**src/rtl/mem32_pkg.sv**
```systemverilog
// ---------------------------------------------------------------------------
// mem32_pkg
// Shared definitions for the 32-bit memory-access stage:
//   - access size encodings (SZ_BYTE / SZ_HALF / SZ_WORD, 2'b11 reserved)
//   - FSM state encoding (ST_IDLE / ST_REQ / ST_DONE)
//   - default bus-ack watchdog limit
//   - helpers for alignment check, byte enables and store lane replication
// ---------------------------------------------------------------------------
package mem32_pkg;

   localparam logic [1:0] SZ_BYTE = 2'b00;
   localparam logic [1:0] SZ_HALF = 2'b01;
   localparam logic [1:0] SZ_WORD = 2'b10;

   typedef enum logic [1:0] {
      ST_IDLE = 2'b00,
      ST_REQ  = 2'b01,
      ST_DONE = 2'b10
   } state_e;

   localparam int unsigned TIMEOUT_DEFAULT = 32'd255;

   // True when the address offset is legal for the access size; the
   // reserved size encoding is always treated as a fault.
   function automatic logic addr_aligned(input logic [1:0] size, input logic [1:0] off);
      logic ok_s;
      case (size)
         SZ_BYTE: ok_s = 1'b1;
         SZ_HALF: ok_s = ~off[0];
         SZ_WORD: ok_s = (off == 2'b00);
         default: ok_s = 1'b0;
      endcase
      return ok_s;
   endfunction

   // Little-endian byte enables for the addressed lane(s).
   function automatic logic [3:0] byte_enables(input logic [1:0] size, input logic [1:0] off);
      logic [3:0] be_s;
      case (size)
         SZ_BYTE: be_s = 4'b0001 << off;
         SZ_HALF: be_s = off[1] ? 4'b1100 : 4'b0011;
         SZ_WORD: be_s = 4'b1111;
         default: be_s = 4'b0000;
      endcase
      return be_s;
   endfunction

   // Replicate the store operand across all lanes so the bus only has to
   // honour the byte enables.
   function automatic logic [31:0] lane_replicate(input logic [1:0] size, input logic [31:0] data);
      logic [31:0] wd_s;
      case (size)
         SZ_BYTE: wd_s = {4{data[7:0]}};
         SZ_HALF: wd_s = {2{data[15:0]}};
         default: wd_s = data;
      endcase
      return wd_s;
   endfunction

endpackage

```
**src/rtl/mem_lane_align32.sv**
```systemverilog
// ---------------------------------------------------------------------------
// mem_lane_align32
// Combinational load-data aligner: picks the addressed byte/half lane out of
// the bus read word and sign- or zero-extends it to 32 bits.
// Ports:
//   rdata       in  32  read word from the bus
//   offset      in  2   byte offset of the access (addr[1:0])
//   size        in  2   access size (SZ_BYTE / SZ_HALF / SZ_WORD)
//   is_unsigned in  1   zero-extend instead of sign-extend
//   data        out 32  extended load result
// ---------------------------------------------------------------------------
module mem_lane_align32
   import mem32_pkg::*;
(
   input  logic [31:0] rdata,
   input  logic [1:0]  offset,
   input  logic [1:0]  size,
   input  logic        is_unsigned,
   output logic [31:0] data
);

   logic [7:0]  byte_s;
   logic [15:0] half_s;

   // Lane selection followed by extension according to size and signedness.
   always_comb begin
      byte_s = 8'h00;
      half_s = 16'h0000;
      data   = 32'h0000_0000;
      case (offset)
         2'b00:   byte_s = rdata[7:0];
         2'b01:   byte_s = rdata[15:8];
         2'b10:   byte_s = rdata[23:16];
         2'b11:   byte_s = rdata[31:24];
         default: byte_s = 8'h00;
      endcase
      half_s = offset[1] ? rdata[31:16] : rdata[15:0];
      case (size)
         SZ_BYTE: data = is_unsigned ? {24'h000000, byte_s} : {{24{byte_s[7]}}, byte_s};
         SZ_HALF: data = is_unsigned ? {16'h0000, half_s} : {{16{half_s[15]}}, half_s};
         SZ_WORD: data = rdata;
         default: data = 32'h0000_0000;
      endcase
   end

endmodule

```
**src/rtl/mem_access32.sv**
```systemverilog
// ---------------------------------------------------------------------------
// mem_access32
// Memory-access stage of the 32-bit MIPS core. Issues lw/lh/lhu/lb/lbu/sw/sh/sb
// on a word-wide req/ack data bus, stalls the pipeline while the bus is busy
// and returns extended load data for write-back.
// Optional feature: define MEM_TIMEOUT_EN to enable the bus-ack watchdog
// (TIMEOUT_CYCLES REQ cycles without ack abort the access with Bus_error).
// Ports:
//   clock, reset_n                  clock, async active-low reset
//   Mem_valid, MemRead, MemWrite    instruction present / load / store
//   Mem_size, Mem_unsigned          access size, zero-extend load
//   ALU_Result, Read_data_2         effective address, store operand
//   bus_req/we/addr/be/wdata        registered bus request
//   bus_ack, bus_rdata              bus completion and read word
//   Mem_stall                       combinational upstream freeze
//   Read_data, Load_valid           load result and its update pulse
//   Misaligned, Bus_error           fault pulses
// ---------------------------------------------------------------------------
module mem_access32
   import mem32_pkg::*;
#(
   parameter int unsigned TIMEOUT_CYCLES = TIMEOUT_DEFAULT
)(
   input  logic        clock,
   input  logic        reset_n,
   input  logic        Mem_valid,
   input  logic        MemRead,
   input  logic        MemWrite,
   input  logic [1:0]  Mem_size,
   input  logic        Mem_unsigned,
   input  logic [31:0] ALU_Result,
   input  logic [31:0] Read_data_2,
   output logic        bus_req,
   output logic        bus_we,
   output logic [31:0] bus_addr,
   output logic [3:0]  bus_be,
   output logic [31:0] bus_wdata,
   input  logic        bus_ack,
   input  logic [31:0] bus_rdata,
   output logic        Mem_stall,
   output logic [31:0] Read_data,
   output logic        Load_valid,
   output logic        Misaligned,
   output logic        Bus_error
);

   state_e      state_r;
   logic [1:0]  size_r;
   logic [1:0]  off_r;
   logic        uns_r;
   logic        accept_s;
   logic        aligned_s;
   logic        tmo_hit_s;
   logic [31:0] lane_data_s;

   // New accesses are only taken when no bus cycle is outstanding.
   assign accept_s  = Mem_valid & (MemRead | MemWrite) &
                      ((state_r == ST_IDLE) | (state_r == ST_DONE));
   assign aligned_s = addr_aligned(Mem_size, ALU_Result[1:0]);
   assign Mem_stall = (accept_s & aligned_s) | ((state_r == ST_REQ) & ~bus_ack);

   mem_lane_align32 u_lane (
      .rdata       (bus_rdata),
      .offset      (off_r),
      .size        (size_r),
      .is_unsigned (uns_r),
      .data        (lane_data_s)
   );

`ifdef MEM_TIMEOUT_EN
   localparam int CNT_W = ($clog2(TIMEOUT_CYCLES + 1) > 8) ? $clog2(TIMEOUT_CYCLES + 1) : 8;
   localparam logic [CNT_W-1:0] TMO_LAST = CNT_W'(TIMEOUT_CYCLES - 1);
   logic [CNT_W-1:0] tmo_cnt_r;

   assign tmo_hit_s = (state_r == ST_REQ) & ~bus_ack & (tmo_cnt_r == TMO_LAST);

   // Watchdog: counts REQ cycles, restarts on every aligned accept.
   always_ff @(posedge clock or negedge reset_n) begin
      if (!reset_n) begin
         tmo_cnt_r <= {CNT_W{1'b0}};
      end else if (accept_s & aligned_s) begin
         tmo_cnt_r <= {CNT_W{1'b0}};
      end else if (state_r == ST_REQ) begin
         tmo_cnt_r <= tmo_cnt_r + {{(CNT_W-1){1'b0}}, 1'b1};
      end
   end
`else
   logic [31:0] unused_tmo_s;
   assign unused_tmo_s = 32'(TIMEOUT_CYCLES);
   assign tmo_hit_s    = 1'b0;
`endif

   // Access FSM with registered bus outputs, load result and fault pulses.
   always_ff @(posedge clock or negedge reset_n) begin
      if (!reset_n) begin
         state_r    <= ST_IDLE;
         size_r     <= 2'b00;
         off_r      <= 2'b00;
         uns_r      <= 1'b0;
         bus_req    <= 1'b0;
         bus_we     <= 1'b0;
         bus_addr   <= 32'h0000_0000;
         bus_be     <= 4'b0000;
         bus_wdata  <= 32'h0000_0000;
         Read_data  <= 32'h0000_0000;
         Load_valid <= 1'b0;
         Misaligned <= 1'b0;
         Bus_error  <= 1'b0;
      end else begin
         Load_valid <= 1'b0;
         Misaligned <= 1'b0;
         Bus_error  <= 1'b0;
         case (state_r)
            ST_IDLE, ST_DONE: begin
               if (accept_s & aligned_s) begin
                  // Store wins when both MemRead and MemWrite are set.
                  bus_we    <= MemWrite;
                  bus_addr  <= {ALU_Result[31:2], 2'b00};
                  bus_be    <= byte_enables(Mem_size, ALU_Result[1:0]);
                  bus_wdata <= lane_replicate(Mem_size, Read_data_2);
                  size_r    <= Mem_size;
                  off_r     <= ALU_Result[1:0];
                  uns_r     <= Mem_unsigned;
                  bus_req   <= 1'b1;
                  state_r   <= ST_REQ;
               end else if (accept_s) begin
                  Misaligned <= 1'b1;
                  state_r    <= ST_IDLE;
               end else begin
                  state_r <= ST_IDLE;
               end
            end
            ST_REQ: begin
               if (bus_ack) begin
                  bus_req <= 1'b0;
                  if (!bus_we) begin
                     Read_data  <= lane_data_s;
                     Load_valid <= 1'b1;
                  end
                  state_r <= ST_DONE;
               end else if (tmo_hit_s) begin
                  bus_req   <= 1'b0;
                  Bus_error <= 1'b1;
                  state_r   <= ST_IDLE;
               end
            end
            default: begin
               bus_req <= 1'b0;
               state_r <= ST_IDLE;
            end
         endcase
      end
   end

endmodule
```
**config.mk**
```make
export PLATFORM = sky130hd
export DESIGN_NAME = mem_access32
export DESIGN_NICKNAME = d
export VERILOG_FILES = /design/src/rtl/mem32_pkg.sv /design/src/rtl/mem_lane_align32.sv /design/src/rtl/mem_access32.sv
export SDC_FILE = /design/constraint.sdc
export NUM_CORES = 1
export LEC_CHECK = 0
export CAP_MARGIN = 20
export CELL_PAD_IN_SITES_DETAIL_PLACEMENT = 0
export CELL_PAD_IN_SITES_GLOBAL_PLACEMENT = 1
export CORE_MARGIN = 5
export CORE_UTILIZATION = 30
export CTS_CLUSTER_DIAMETER = 120
export DETAILED_ROUTE_END_ITERATION = 16
export PLACE_DENSITY_LB_ADDON = 0.1
export SYNTH_ARGS = -nofsm -noshare
export SYNTH_HDL_FRONTEND = slang
export SYNTH_SLANG_ARGS = --single-unit
```
**constraint.sdc**
```tcl
create_clock -name clock -period 2 [get_ports clock]
set_input_delay 0.4 -clock clock [delete_from_list [all_inputs] [get_ports clock]]
set_output_delay 0.4 -clock clock [all_outputs]
set_load 0.02 [all_outputs]
```
* Word level (Yosys, flattened, before mapping) *
Index checks and enable logic that the tools add are counted.

storage, ports and cells
  input bits = 105
  logic and storage cells = 64
  flip-flop bits (word level) = 109
  output and inout port bits = 106

operators by class
  shift-type cells = 1
  bitwise operators = 10
  reduce and logical (&&, ||, !) cells = 9
  equal/unequal tests = 11
  mux-type cells = 21

operators with widths
  cell                 count
  $pmux 32 s3          1
  $mux 32              2
  $pmux 32 s2          1
  $pmux 8 s4           1
  $mux 16              1
  $pmux 4 s3           1
  $eq 2x2->1 const B   5
  $logic_not 2->1      5
  $mux 1               9
  $eq 2x1->1 const B   4
  $and 1x1->1          4
  $mux 4               1
  $ne 2x2->1 const B   2
  $pmux 2 s2           1
  $reduce_and 2->1     2
  $shl 1x2->4 const A  1
  $not 1->1            3
  $or 1x1->1           3
  $pmux 1 s3           1
  $reduce_and 3->1     1
  $mux 2               1
  $pmux 1 s2           1
  $reduce_or 2->1      1

* Depth between registers and ports, before layout *
Gate-level depths: netlist (run 1).

  word-level depth = 6
  gate-level depth with buffers = 7
  gate-level depth less buffers = 5

* By module *
A second synthesis (run 1) with hierarchy kept.

unflattened totals
  cells, all modules = 441
  area total of the unflattened synthesis = 5845.6 µm²

modules (own cells, without submodules)
  module            area each (µm²)  cells each  seq. area each (µm²)  times used
  mem_access32      4787.1           317         2727.6                1
  mem_lane_align32  1058.5           124         0.0                   1

* Worst setup path after synthesis (run 1) *
No wires, ideal clock.

  path type = input to output
  start point = input port Mem_size[0]
  end point = output port Mem_stall
  path slack = 79 ps
  arrival = 1521 ps
  required time = 1600 ps
  cell stages on the path = 7
  path buffers = 3
  cells stage by stage = buf_6 -> o21a_1 -> o22ai_2 -> nor2b_4 -> buf_6 -> buf_6 -> o21bai_1

on the way
  word-level cells in the longest chain between the ends = 4
  elaborated cells on any way between the ends = 6
  classes of those cells = eq/ne (2); mux (1); bitwise (2); reduce/logical (1)

ends and longest elaborated chain
  item                                RTL line            source
  start: declaration                  mem_access32.sv:29  input logic [1:0] Mem_size,
  $eq 2x2->1 (tied with other cells)  mem32_pkg.sv:27     case (size)
  $pmux 1 s3 *                        mem32_pkg.sv:27
  $and 1x1->1 *                       mem_access32.sv:60  assign Mem_stall = (accept_s & aligned_s) | ((state_r == ST_REQ) & ~bus_ack);
  $or 1x1->1 *                        mem_access32.sv:60
  end: declaration                    mem_access32.sv:40  output logic Mem_stall,

Mark *: on every way between the ends. The rest lies on a longest branch, timed or not.

* Worst setup path in the final report (run 1) *
  start point = input port MemWrite
  end point = output port Mem_stall

on the way
  word-level cells in the longest chain between the ends = 5

ends and longest elaborated chain
  item                       RTL line            source
  start: declaration         mem_access32.sv:28  input logic MemWrite,
  $or 1x1->1                 mem_access32.sv:57  assign accept_s = Mem_valid & (MemRead | MemWrite) &
  $and 1x1->1 (2 in series)  mem_access32.sv:57
  $and 1x1->1                mem_access32.sv:60
  $or 1x1->1                 mem_access32.sv:60

Every way passes these cells.

==> results.toml, run 1 <==
[finish]
fillCellCount = 1657
nNetsFinal = 755
area_delta_synth_final_pct = 51.4
layout-drive-gt1-share = 0.244
n_antenna_cell = 0

[clock_network]
cts_buffers = 9
clk_pin_slew_ns = 0.07
h-tree-depth = 3
clock_path_buffers = 2
post-cts-setup-buffer-count = 0
cts_hold_buf = 0
clock_latency_ns = 0.35
cts_root_buf = "clkbuf_16"
cts_tree = "done"
cts_sinks = 109

[worst_setup_path]
critPathLaunch = "MemWrite"
crit_type = "input pin to output port"
regToRegSetupSlack_ns = 0.26
crit_fanout = 2
cp-endpoint = "Mem_stall"
worstPathRequired_ns = 1.60
rr_endpoint = "Read_data[18]$_DFFE_PN0P_"
reg2reg_depth = 5
timing.rr.start = "bus_we$_DFFE_PN0P_"
crit_path_end_kind = "output port"
start_kind = "input pin"
critical_path_arrival_ns = 1.49

[floorplanning]
ioPinCount = 211
rows = 48
initial_utilization = 0.308
dieArea_um2 = 20700
die_h_um = 144
core_um2 = 17400
die_w_um = 144

[synth]
netlist-cell-type-count = 47
ys_top_cells_by_area = "dfrtp_1, mux2_2, mux2_4"
yosys.area.top_type = "dfrtp_1"
synthFlopType = "dfrtp_1"
synth.avg_cell_area_um2 = 12.5
synth_edf_count = 0
netlist_area_um2 = 5360
yosysTopAreaCellShare = 0.509
synth_warnings = 0
yosysSeqAreaShare = 0.509
syn_inst = 430
yosysMostFrequentCell = "dfrtp_1"
synth_commonest_cells = "dfrtp_1, mux2_2, o21ai_0"
ys_async_sr_fraction = 1.00
ys_ff_latch = 109

[sta]
max-slew-margin-rel = 0.349
skew_ns = 0.00815
period_share = 0.944
whs_ns = 0.0843
finalCriticalPeriod_ns = 1.89
slew_violations = 0
fmax_mhz = 530
setup_viol = 0
rsz0062_at_grt = "no"
hold_viol = 0
worst-slew-pin-transition_ns = 0.975
setup_tns_ns = 0

[power]
peakVddDrop_mv = 0.539
p_leak_nw = 3.39
power.density_nw_per_um2 = 1220
total_power_mw = 9.91

[grt]
grt_pass1_vias = 4602
grt-ovfl-total = 0
grt_pass1_wl_um = 25300
antenna_found_initial = 2
grt_usage = 0.158
grt_max_degree = 110

[routing]
num_vias = 4205
ant_nets = 0
totalWireLength_um = 16200
vias_per_cell = 4.78
drtPass1Iterations = 4
drc = 0
wl_per_cell_um = 18.4
drt-initial-drc-count = 161

[run]
cap_violations = 0

[worst_hold_path]
hold_class = "input pin to asynchronous set/reset pin"

[outcome]
outcome = "completed"

[placed_design]
gp_congestion = 0.781
port_buffers = 207
hpwlAfterDp_um = 11800
[placed cells by master (no fill, tap or decap), types with 8 or more instances in the layout]
cell type	instances
mux2_4	18
o21ai_0	41
a221oi_1	8
nand2_1	14
mux2_2	78
a21oi_1	26
dfrtp_1	109
nor2_1	31
clkbuf_16	9
mux2i_1	13
buf_4	35
clkdlybuf4s50_1	202
[how the worst min path moves through the flow]
stage                               start                  endpoint  slack [ns]  cells past startpoint
floorplan                         reset_n      Load_valid$_DFF_PN0_        0.10                      0
global placement    bus_be[0]$_DFFE_PN0P_     bus_be[0]$_DFFE_PN0P_        0.46                      1
detailed placement  bus_be[0]$_DFFE_PN0P_     bus_be[0]$_DFFE_PN0P_        0.47                      1
CTS                               reset_n  bus_addr[27]$_DFFE_PN0P_        0.16                      2
global route                      reset_n  bus_addr[27]$_DFFE_PN0P_        0.15                      2
finish                            reset_n  bus_addr[27]$_DFFE_PN0P_        0.08                      2
[power breakdown]
part | switching (mW) | internal (mW)
Clock | 0.826 | 1.30
Combinational | 2.09 | 2.29
Sequential | 0.441 | 2.96
Total | 3.36 | 6.55
[area by class of cell]
type,count,area [µm²],area share
clock buffers,11,253,0.0311
well taps,225,282,0.0347
repair buffers,242,2370,0.291
flip-flops and latches,109,2730,0.336
inverters,3,11.3,0.00139
multi-input cells,285,2380,0.293
clock inverters,5,104,0.0128
[logic make-up after synthesis]
| logic type | Yosys count | synth area share |
|---|---|---|
| AO/OA/AOI/OAI | 102 | 0.120 |
| multiplexers | 114 | 0.259 |
| flip-flops | 109 | 0.509 |
| XOR/XNOR | 2 | 0.00327 |
| buffers and inverters | 38 | 0.0518 |
| AND/OR/NAND/NOR | 64 | 0.0565 |
| other | 1 | 0.000699 |
[metrics by stage]
| stage | utilization | setup WS (ns) | std cells | cell area [µm²] |
|---|---|---|---|---|
| finish | 0.466 | 0.113 | 880 | 8120 |
| floorplan | - | 0.0794 | 432 | 5370 |
| global route | 0.466 | 0.0486 | 880 | 8120 |
| CTS | 0.466 | -0.0520 | 880 | 8120 |
| detailed placement | 0.445 | -0.534 | 864 | 7750 |
| global placement | 0.445 | -0.560 | 864 | 7750 |
[repair_timing]
action / 4_1_cts / 5_1_grt
hold endpoints to repair: 0 / 0
gates resized for setup: 9 / 2
cloned: 0 / 0
setup endpoints to repair: 12 / 54
pin swaps: 1 / 2
[layer usage]
layer / GRT usage / up-vias / wire length, µm
met2: 0.251 / 135 / 7440
met4: 0.0491 / 4 / 259
met1: 0.194 / 2041 / 6880
met3: 0.0692 / 20 / 1590
met5: 0 / - / 21
li1: - / 2005 / -
[worst max-delay path, cell delays in order]
cell	delay (ns)
clkdlybuf4s50_1	0.44
o211ai_2	0.27
nor2b_4	0.06
o21bai_1	0.15
buf_4	0.16
[registers in the layout (all words and copies together), names as in the netlist]
signal	count
bus_we	1
bus_be	4
Read_data	32
Load_valid	1
bus_addr	30
state_r	2
bus_wdata	32
size_r	2
off_r	2
Misaligned	1
bus_req	1
uns_r	1
(Power assumes the default switching activity.)
==> inputs of run 2 (changes only) <==
--- a/config.mk
+++ b/config.mk
@@ -9,7 +9,7 @@
 export CELL_PAD_IN_SITES_DETAIL_PLACEMENT = 0
 export CELL_PAD_IN_SITES_GLOBAL_PLACEMENT = 1
 export CORE_MARGIN = 5
-export CORE_UTILIZATION = 30
+export CORE_UTILIZATION = 34
 export CTS_CLUSTER_DIAMETER = 120
 export DETAILED_ROUTE_END_ITERATION = 16
 export PLACE_DENSITY_LB_ADDON = 0.1
==> run 2 against run 1 <==
  * Clock power is 17% lower
  * Sequential share of layout area rose by 0.24 points
  * Via count shrank 0.14%
  * Wire length grew 1.4%
  * Clock skew hardly changed
  * Combinational power hardly changed
  * Register-to-register slack worse by 0.03 ns
  * Maximum frequency decreased by 0.59%
==> results.toml, run 2 (synthesis gave the netlist of run 1 again) <==
[clock_network]
cts_sinks = 109
clk_pin_slew_ns = 0.08
h-tree-depth = 3
cts_tree = "done"
clock_path_buffers = 2
cts_root_buf = "clkbuf_16"
cts_hold_buf = 0
cts_buffers = 9
clock_latency_ns = 0.35
post-cts-setup-buffer-count = 0

[finish]
layoutNonFillerInstCount = 870
finalInstanceArea_um2 = 8060
area_delta_synth_final_pct = 50.3
reg_top3 = "Read_data: 32 flops, bus_wdata: 32 flops, bus_addr: 30 flops"
nNetsFinal = 754
final_core_util = 0.515
multi_input_area_um2 = 2390
layout-drive-gt1-share = 0.242
regArea_um2 = 2730
final_cell_mix = "clkdlybuf4s50_1, dfrtp_1, mux2_2, o21ai_0, nor2_1"
final_common_cell = "clkdlybuf4s50_1"
fillCellCount = 1437
n_antenna_cell = 0

[sta]
worst-slew-pin-transition_ns = 0.640
max-slew-margin-rel = 0.573
rsz0062_at_grt = "no"
hold_viol = 0
slew_violations = 0
skew_ns = 0.00789
whs_ns = 0.0802
finalCriticalPeriod_ns = 1.90
period_share = 0.949
setup_viol = 0
fmax_mhz = 527

[power]
p_leak_nw = 3.34
power.density_nw_per_um2 = 1180
peakVddDrop_mv = 0.669

[floorplanning]
initial_utilization = 0.343
rows = 46
core_um2 = 15700
die_w_um = 136
die_h_um = 136
ioPinCount = 211
dieArea_um2 = 18400

[worst_setup_path]
cp_slowest_cell = "clkdlybuf4s50_1"
critical_path_arrival_ns = 1.50
critPathLaunch = "ALU_Result[0]"
crit_fanout = 2
cp-endpoint = "Mem_stall"
rr_endpoint = "Read_data[14]$_DFFE_PN0P_"
start_kind = "input pin"
regToRegSetupSlack_ns = 0.23
path_delay_family = "buffers and inverters"
reg2reg_depth = 4
crit_cells = 5
timing.rr.start = "off_r[1]$_DFFE_PN0P_"
crit_type = "input pin to output port"
worstPathRequired_ns = 1.60
crit_chain = "clkdlybuf4s50_1 -> o22ai_4 -> nor2b_4 -> o21bai_4 -> buf_6"
worstPathBufferInverterCount = 2
cpPeakStageDelay_ns = 0.47
crit_path_end_kind = "output port"

[routing]
drtPass1Iterations = 4
wl_per_cell_um = 18.9
ant_nets = 0
drt-initial-drc-count = 156
drc = 0
vias_per_cell = 4.83
num_vias = 4199
totalWireLength_um = 16400

[placed_design]
gp_congestion = 0.848
hpwlAfterDp_um = 11900
placed_area_um2 = 7720
place_inst = 853
port_buffers = 207

[worst_hold_path]
hold_class = "input pin to asynchronous set/reset pin"

[grt]
grt_pass1_vias = 4477
antenna_found_initial = 0
grt_pass1_wl_um = 24700
grt-ovfl-total = 0
grt_usage = 0.174
grt_max_degree = 110

[run]
cap_violations = 0

[outcome]
outcome = "completed"
run 2: cell count changes in the layout (fill, tap and decap cells not counted), sizes merged, moves of 2 or more:
cell	previous run	this run
bufinv	3	0
clkinvlp	0	3
dlygate4sd2	1	3
dlymetal6s2s	2	0
run 2: layout make-up:
class | instances | share of cell area
tap | 216 | 0.0335
timing repair buffer | 241 | 0.295
clock buffer | 11 | 0.0301
sequential | 109 | 0.338
multi-input combinational | 285 | 0.296
inverter | 3 | 0.00140
clock inverter | 5 | 0.00528
run 2: where the power goes:
| part | total, mW | switching [mW] | internal [mW] |
|---|---|---|---|
| Sequential | 3.42 | 0.464 | 2.96 |
| Clock | 1.75 | 0.854 | 0.895 |
| Combinational | 4.38 | 2.06 | 2.32 |
| Total | 9.55 | 3.38 | 6.17 |
run 2: stage by stage:
step	TNS (ns)	total power, mW	worst slack (ns)
5_1_grt	0	10.1	0.0218
3_5_place_dp	-40.10	7.86	-0.646
4_1_cts	0	9.68	0.0457
2_1_floorplan	0	5.65	0.0794
6_report	0	9.55	0.101
3_3_place_gp	-39.12	7.81	-0.622
run 2: worst min path at each step:
stage	from	to	cells past startpoint
final	reset_n	Read_data[0]$_DFFE_PN0P_	2
after global placement	Read_data[3]$_DFFE_PN0P_	Read_data[3]$_DFFE_PN0P_	2
after floorplan	reset_n	Load_valid$_DFF_PN0_	0
after detailed placement	bus_be[0]$_DFFE_PN0P_	bus_be[0]$_DFFE_PN0P_	1
after global routing	reset_n	Read_data[0]$_DFFE_PN0P_	2
after CTS	reset_n	Read_data[0]$_DFFE_PN0P_	2
run 2: per-layer routing:
layer	track usage	wire length, µm	vias to the layer above
met3	0.0639	1500	17
met4	0.0577	286	0
met1	0.211	6600	2041
li1	-	-	1998
met5	0	0	-
met2	0.287	8030	143
run 2: repair_timing:
item                                    CTS  global route
endpoints found under the setup margin   50             1
gates resized for setup                  15             0
endpoints found under the hold margin     0             0
gates cloned                              1             0
pin swaps                                 2             1
==> inputs of run 3 (changes only) <==
--- a/config.mk
+++ b/config.mk
@@ -10,7 +10,8 @@
 export CELL_PAD_IN_SITES_GLOBAL_PLACEMENT = 1
 export CORE_MARGIN = 5
 export CORE_UTILIZATION = 34
-export CTS_CLUSTER_DIAMETER = 120
+export CTS_CLUSTER_DIAMETER = 30
+export CTS_CLUSTER_SIZE = 20
 export DETAILED_ROUTE_END_ITERATION = 16
 export PLACE_DENSITY_LB_ADDON = 0.1
 export SYNTH_ARGS = -nofsm -noshare
==> results of run 3 <==
The final DEF is identical to that of run 2; final timing and power are the same.
